File: src/rtl/counter_seq_ctrl_pkg.sv
// counter_seq_pkg: shared FSM states, run-mode constants and prescaler sizing for counter_seq_ctrl
package counter_seq_pkg;

    typedef enum logic [2:0] {IDLE, ARM, RUN, HOLD, DONE} state_t;

    localparam logic MODE_ONESHOT  = 1'b0;
    localparam logic MODE_PERIODIC = 1'b1;

    function automatic int presc_width(input int p);
        return p > 1 ? $clog2(p) : 1;
    endfunction

endpackage

File: src/rtl/counter_seq_ctrl_if.sv
// counter_seq_ctrl_if: host-side start handshake, run controls and count status; status extras under COUNTER_SEQ_CTRL_STATUS_EN
interface counter_seq_ctrl_if #(parameter int WIDTH = 4);
    logic             start_valid;
    logic             start_ready;
    logic [WIDTH-1:0] start_limit;
    logic             start_mode;
    logic             pause;
    logic             stop;
    logic [WIDTH-1:0] q;
    logic             busy;
    logic             done;
`ifdef COUNTER_SEQ_CTRL_STATUS_EN
    logic [7:0]       period_cnt;
    logic             overrun;
    modport master(output start_valid, start_limit, start_mode, pause, stop,
                   input start_ready, q, busy, done, period_cnt, overrun);
    modport slave(input start_valid, start_limit, start_mode, pause, stop,
                  output start_ready, q, busy, done, period_cnt, overrun);
`else
    modport master(output start_valid, start_limit, start_mode, pause, stop,
                   input start_ready, q, busy, done);
    modport slave(input start_valid, start_limit, start_mode, pause, stop,
                  output start_ready, q, busy, done);
`endif
endinterface

File: src/rtl/counter_seq_ctrl_count_core.sv
// count_core: WIDTH-bit count register with synchronous clear, increment enable and hold
module count_core #(
    parameter int WIDTH = 4
) (
    input  logic             clk,
    input  logic             rst,
    input  logic             clr,
    input  logic             en,
    input  logic             hold,
    output logic [WIDTH-1:0] q
);
    always_ff @(posedge clk) begin
        if (!rst || clr) q <= '0;
        else if (en && !hold) q <= q + WIDTH'(1);
    end
endmodule

File: src/rtl/counter_seq_ctrl.sv
// counter_seq_ctrl: load/start/pause/stop/terminate sequencer for the up-counter datapath
// Optional period_cnt/overrun status outputs under COUNTER_SEQ_CTRL_STATUS_EN.
module counter_seq_ctrl
    import counter_seq_pkg::*;
#(
    parameter int WIDTH    = 4,
    parameter int PRESCALE = 1
) (
    input logic               clk,
    input logic               rst,
    counter_seq_ctrl_if.slave bus
);
    localparam int PW = presc_width(PRESCALE);

    state_t           state, state_nxt;
    logic [PW-1:0]    presc, presc_nxt;
    logic [WIDTH-1:0] limit;
    logic             mode;
    logic             done_r, done_nxt;
    logic             accept, tick, terminal, q_clr, q_en;

    assign accept   = state == IDLE && bus.start_valid;
    assign tick     = presc == PW'(PRESCALE - 1);
    assign terminal = state == RUN && tick && bus.q == limit;

    always_comb begin
        state_nxt = state;
        presc_nxt = presc;
        q_clr     = 1'b0;
        q_en      = 1'b0;
        done_nxt  = 1'b0;
        case (state)
            IDLE: state_nxt = accept ? ARM : IDLE;
            ARM: begin
                q_clr     = 1'b1;
                presc_nxt = '0;
                state_nxt = bus.stop ? IDLE : bus.pause ? HOLD : RUN;
            end
            RUN: begin
                if (bus.stop) begin
                    q_clr     = 1'b1;
                    presc_nxt = '0;
                    state_nxt = IDLE;
                end else begin
                    presc_nxt = tick ? '0 : presc + PW'(1);
                    done_nxt  = terminal;
                    // terminal outranks pause: the period completes, then the run parks in HOLD
                    q_clr     = terminal && mode == MODE_PERIODIC;
                    q_en      = tick && !terminal;
                    state_nxt = terminal && mode == MODE_ONESHOT ? DONE : bus.pause ? HOLD : RUN;
                end
            end
            HOLD: begin
                q_clr     = bus.stop;
                presc_nxt = bus.stop ? '0 : presc;
                state_nxt = bus.stop ? IDLE : bus.pause ? HOLD : RUN;
            end
            DONE: state_nxt = IDLE;
            default: state_nxt = IDLE;
        endcase
    end

    always_ff @(posedge clk) begin
        if (!rst) begin
            state  <= IDLE;
            presc  <= '0;
            limit  <= '0;
            mode   <= MODE_ONESHOT;
            done_r <= 1'b0;
        end else begin
            state  <= state_nxt;
            presc  <= presc_nxt;
            done_r <= done_nxt;
            if (accept) begin
                limit <= bus.start_limit;
                mode  <= bus.start_mode;
            end
        end
    end

    count_core #(.WIDTH(WIDTH)) core (
        .clk (clk),
        .rst (rst),
        .clr (q_clr),
        .en  (q_en),
        .hold(state == HOLD),
        .q   (bus.q)
    );

    assign bus.start_ready = state == IDLE;
    assign bus.busy        = state == ARM || state == RUN || state == HOLD;
    assign bus.done        = done_r;

`ifdef COUNTER_SEQ_CTRL_STATUS_EN
    logic [7:0] period_cnt;

    always_ff @(posedge clk) begin
        if (!rst || accept) period_cnt <= '0;
        else if (done_nxt && period_cnt != 8'hff) period_cnt <= period_cnt + 8'd1;
    end

    assign bus.period_cnt = period_cnt;
    assign bus.overrun    = state == DONE && bus.start_valid;
`endif
endmodule

File: src/flat_wrapper.sv
// flat-port wrapper written by rule: the top's interface ports become plain ports
module counter_seq_ctrl_flat import counter_seq_pkg::*;
#(
    parameter int WIDTH    = 4,
    parameter int PRESCALE = 1
)
  (clk, rst, bus_start_valid, bus_start_limit, bus_start_mode, bus_pause, bus_stop, bus_start_ready, bus_q, bus_busy, bus_done);
  counter_seq_ctrl_if #(.WIDTH(WIDTH)) bus_i ();
  input logic clk;
  input logic rst;
  input wire logic [$bits(bus_i.start_valid)-1:0] bus_start_valid;
  input wire logic [$bits(bus_i.start_limit)-1:0] bus_start_limit;
  input wire logic [$bits(bus_i.start_mode)-1:0] bus_start_mode;
  input wire logic [$bits(bus_i.pause)-1:0] bus_pause;
  input wire logic [$bits(bus_i.stop)-1:0] bus_stop;
  output wire logic [$bits(bus_i.start_ready)-1:0] bus_start_ready;
  output wire logic [$bits(bus_i.q)-1:0] bus_q;
  output wire logic [$bits(bus_i.busy)-1:0] bus_busy;
  output wire logic [$bits(bus_i.done)-1:0] bus_done;
  assign bus_i.start_valid = bus_start_valid;
  assign bus_i.start_limit = bus_start_limit;
  assign bus_i.start_mode = bus_start_mode;
  assign bus_i.pause = bus_pause;
  assign bus_i.stop = bus_stop;
  assign bus_start_ready = bus_i.start_ready;
  assign bus_q = bus_i.q;
  assign bus_busy = bus_i.busy;
  assign bus_done = bus_i.done;
  counter_seq_ctrl #(.WIDTH(WIDTH), .PRESCALE(PRESCALE)) u_core (.clk(clk), .rst(rst), .bus(bus_i));
endmodule
File: config.mk
export PLATFORM = sky130hd
export DESIGN_NAME = counter_seq_ctrl_flat
export DESIGN_NICKNAME = d
export VERILOG_FILES = /design/src/rtl/counter_seq_ctrl_pkg.sv /design/src/rtl/counter_seq_ctrl_if.sv /design/src/rtl/counter_seq_ctrl_count_core.sv /design/src/rtl/counter_seq_ctrl.sv /design/src/flat_wrapper.sv
export SDC_FILE = /design/constraint.sdc
export NUM_CORES = 1
export LEC_CHECK = 0
export CAP_MARGIN = 10
export CORE_MARGIN = 1.5
export CORE_UTILIZATION = 40
export DETAILED_ROUTE_END_ITERATION = 16
export GPL_TIMING_DRIVEN = 0
export PLACE_DENSITY = 0.68
export SLEW_MARGIN = 0
export SYNTH_ARGS = -nofsm -noshare
export SYNTH_HDL_FRONTEND = slang
export SYNTH_SLANG_ARGS = --single-unit
File: constraint.sdc
create_clock -name clk -period 1.8 [get_ports clk]
set_input_delay 0.27 -clock clk [delete_from_list [all_inputs] [get_ports clk]]
set_output_delay 0.27 -clock clk [all_outputs]
set_load 0.02 [all_outputs]
==> flow_metrics.tcl <==
set metrics [dict create \
    status "finished clean" \
    start_util 0.4261 \
    synth_seq_cells 13 \
    synth_fa_ha_area_frac 0.01972 \
    num_antenna_cells 0 \
    hold_viol_final 0 \
    yosysMostFrequentCell "dfxtp_1" \
    worst_ir_drop_vdd_uv 405.6 \
    setup_viol 0 \
    met2_usage 0.2152 \
    syn_nets 73 \
    synth_compound_area_frac 0.1381 \
    worstSetupPathType "reg2out" \
    synthXorXnorAreaFrac 0.06903 \
    worstHoldStart "u_core.mode$_SDFFE_PN0P_" \
    pwr_density_cell_nw_per_um2 712.8 \
    drtPass1Iterations 4 \
    numClockSinks 13 \
    grt_usage 0.1391 \
    pin_count 17 \
    antenna_left 0 \
    yosysSeqAreaShare 0.4103 \
    startpoint_type "register" \
    setup_ws_ps 72.42 \
    clkTransAtPathRegs_ps 80 \
    synth_edf_count 0 \
    grt_pass1_wl_um 1966 \
    postCtsHoldBufs 0 \
    cts_tree "yes" \
    rsz0062_at_grt "false" \
    finClkSkew_ps 2.686 \
    cts_max_level 1 \
    worstPathMaxFanout 5 \
    power_leakage_nw 0.3329 \
    r2r-start "u_core.core.q[2]$_SDFFE_PP0P_" \
    ys_types 24 \
    antenna_found_initial 0 \
    clock_latency_ps 270 \
    worstMarginPinSlew_ps 413.2 \
    period_share 0.9598 \
    row_count 14 \
    avgSynthCellArea_sq_um 10.23 \
    async_flop_share 0 \
    num_vias 503 \
    ys_top_cells_by_area "dfxtp_1 41%, mux2i_1 9.5%, xor2_1 6.9%, nor2b_1 4.9%, o41ai_4 4.3%" \
    preCtsSetupSlack_ps -98.03 \
    crit_path_end_kind "output port" \
    syn_inst 62 \
    dp_hpwl_um 900.2 \
    dieArea_sq_um 1834 \
    numCtsBuffers 3 \
    die-height_um 42.83 \
    wire_per_inst_um 11.81 \
    final_area_sq_um 840.8 \
    routed_wl_um 1157 \
    grt_pass1_vias 475 \
    hold_end "u_core.state[2]$_SDFF_PN0_" \
    worstPathRequired_ps 1530 \
    nets 94 \
    grt_max_degree 9 \
    drc 0 \
    clk_path_buf_depth 2 \
    synthMuxAreaShare 0.09467 \
    r2r_setup_slack_ps 270 \
    ys_warn_count 0 \
    fill_cells 142 \
    drt-initial-drc-count 8 \
    ys.flop_type "dfxtp_1" \
    slew_viol_final 0 \
    die_x_um 42.83 \
    fmax_mhz 578.8 \
    arrival_ps 1460 \
    drive_gt1_frac 0.1220 \
    gp_congestion 0.7680 \
    relSlewSlack 0.7236 \
    viasPerCell 5.133 \
    core_area_sq_um 1489 \
    yosys-top-cells-count "13 x dfxtp_1, 6 x mux2i_1, 5 x nor2b_1, 5 x xor2_1" \
    synth_top_family_by_area "simple AND/OR/NAND/NOR gates" \
    grt_util_met3 0.03830 \
    clock-root-buffer "clkbuf_4" \
    port_buffers 16 \
    use_met1 0.1837 \
    cap_violations 0 \
    overflow 0 \
    top_usage_layer "met2" \
    reg2reg_depth 4 \
    areaGrowthSynthToFinish_pct 32.54 \
    place_area_sq_um 814.5 \
    r2r-end "u_core.state[0]$_SDFF_PN0_" \
    worstHoldPathCells 1 \
    synth_top_area_cell "dfxtp_1" \
    synth_top_cell_area_share 0.4103 \
    min_period_ps 1728 \
    synth_simple_gate_area_frac 0.2485 \
    hold_path_class "reg2reg" \
    syn_area_sq_um 634.4 \
]
==> critical path, cell delays in order (launching register included) <==
cell and delay (ps):
dfxtp_1 420, nor2_1 70, nor2_1 90, clkdlybuf4s50_1 610
==> flip-flops by register name (all words and copies together) (netlist names) <==
register,cells
u_core.core.q,4
u_core.limit,4
u_core.state,3
u_core.bus.done,1
u_core.mode,1
==> routing by layer <==
metal / vias to the layer above / share of wire
met4: 0 / 0.0095
li1: 265 / -
met5: - / 0
met3: 2 / 0.050
met1: 224 / 0.50
met2: 12 / 0.44
==> cells in the final DEF, fill, tap and decap left out <==
cell type and n:
clkdlybuf4s50_1 15, dfxtp_1 12, mux2i_1 6, nor2b_1 5, xor2_1 5, nor2_1 4
a21oi_1 4, o21ai_0 3, or3_1 3, clkbuf_4 3, inv_1 2, nor3b_1 2
nand2_1 2, nor3_2 1, and2_1 1, buf_2 1, nor4b_4 1, o41ai_4 1
nor4_2 1, a31o_2 1, nand2b_1 1, nor4_1 1, a31oi_1 1, a2bb2o_1 1
nand3_1 1, ha_1 1, clkbuf_1 1, dlygate4sd2_1 1, dfxtp_2 1
==> cell families after synthesis <==
kind of cell,Yosys count
buffers and inverters,3
AO/OA/AOI/OAI,11
AND/OR/NAND/NOR,23
XOR/XNOR,5
multiplexers,6
adder cells (fa/ha/maj),1
flip-flops,13
==> stage by stage <==
| stage | cells | TNS, ps | hold slack (ps) | total power, W | utilization |
|---|---|---|---|---|---|
| after global placement | 94 | -126.4 | 449.8 | 0.0004267 | 0.5471 |
| after detailed placement | 94 | -139.9 | 458.9 | 0.0004283 | 0.5471 |
| after global routing | 98 | 0 | 488.8 | 0.0006285 | 0.5647 |
| after CTS | 98 | 0 | 466.6 | 0.0006061 | 0.5639 |
| final | 98 | 0 | 463.9 | 0.0005994 | 0.5647 |
| after floorplan | 62 | 0 | 346.1 | 0.0003819 | - |
==> power by group <==
| group | leakage, nW | internal, W | switching [W] | total, W |
|---|---|---|---|---|
| Clock | 0.0150 | 0.0000856 | 0.0000945 | 0.000180 |
| Sequential | 0.106 | 0.000300 | 0.0000114 | 0.000311 |
| Combinational | 0.212 | 0.0000569 | 0.0000513 | 0.000108 |
| Total | 0.333 | 0.000442 | 0.000157 | 0.000599 |
==> worst max path at each step <==
| stage | from | endpoint | slack, ps |
|---|---|---|---|
| 6_report | u_core.state[1]$_SDFF_PN0_ | bus_busy | 70 |
| 5_1_grt | u_core.state[1]$_SDFF_PN0_ | bus_busy | 7 |
| 4_1_cts | u_core.state[0]$_SDFF_PN0_ | bus_busy | 20 |
| 3_5_place_dp | bus_stop | u_core.core.q[3]$_SDFFE_PP0P_ | -100 |
| 3_3_place_gp | bus_stop | u_core.core.q[3]$_SDFFE_PP0P_ | -80 |
| 2_1_floorplan | u_core.core.q[2]$_SDFFE_PP0P_ | u_core.state[0]$_SDFF_PN0_ | 280 |
==> layout make-up <==
| class | count | area (sq um) | area share |
|---|---|---|---|
| multi-input combinational | 46 | 361.6 | 0.4301 |
| sequential | 13 | 261.5 | 0.3110 |
| timing repair buffer | 16 | 158.9 | 0.1890 |
| clock buffer | 4 | 26.28 | 0.03125 |
| tap | 16 | 20.02 | 0.02381 |
| inverter | 2 | 7.507 | 0.008929 |
| buffer | 1 | 5.005 | 0.005952 |
==> what timing repair did <==
item                                    in CTS  in global routing
endpoints found under the setup margin       1                  1
setup buffers                                0                  0
hold endpoints to repair                     0                  0
resized for setup                            1                  1
Power figures use the tool's default switching activity.
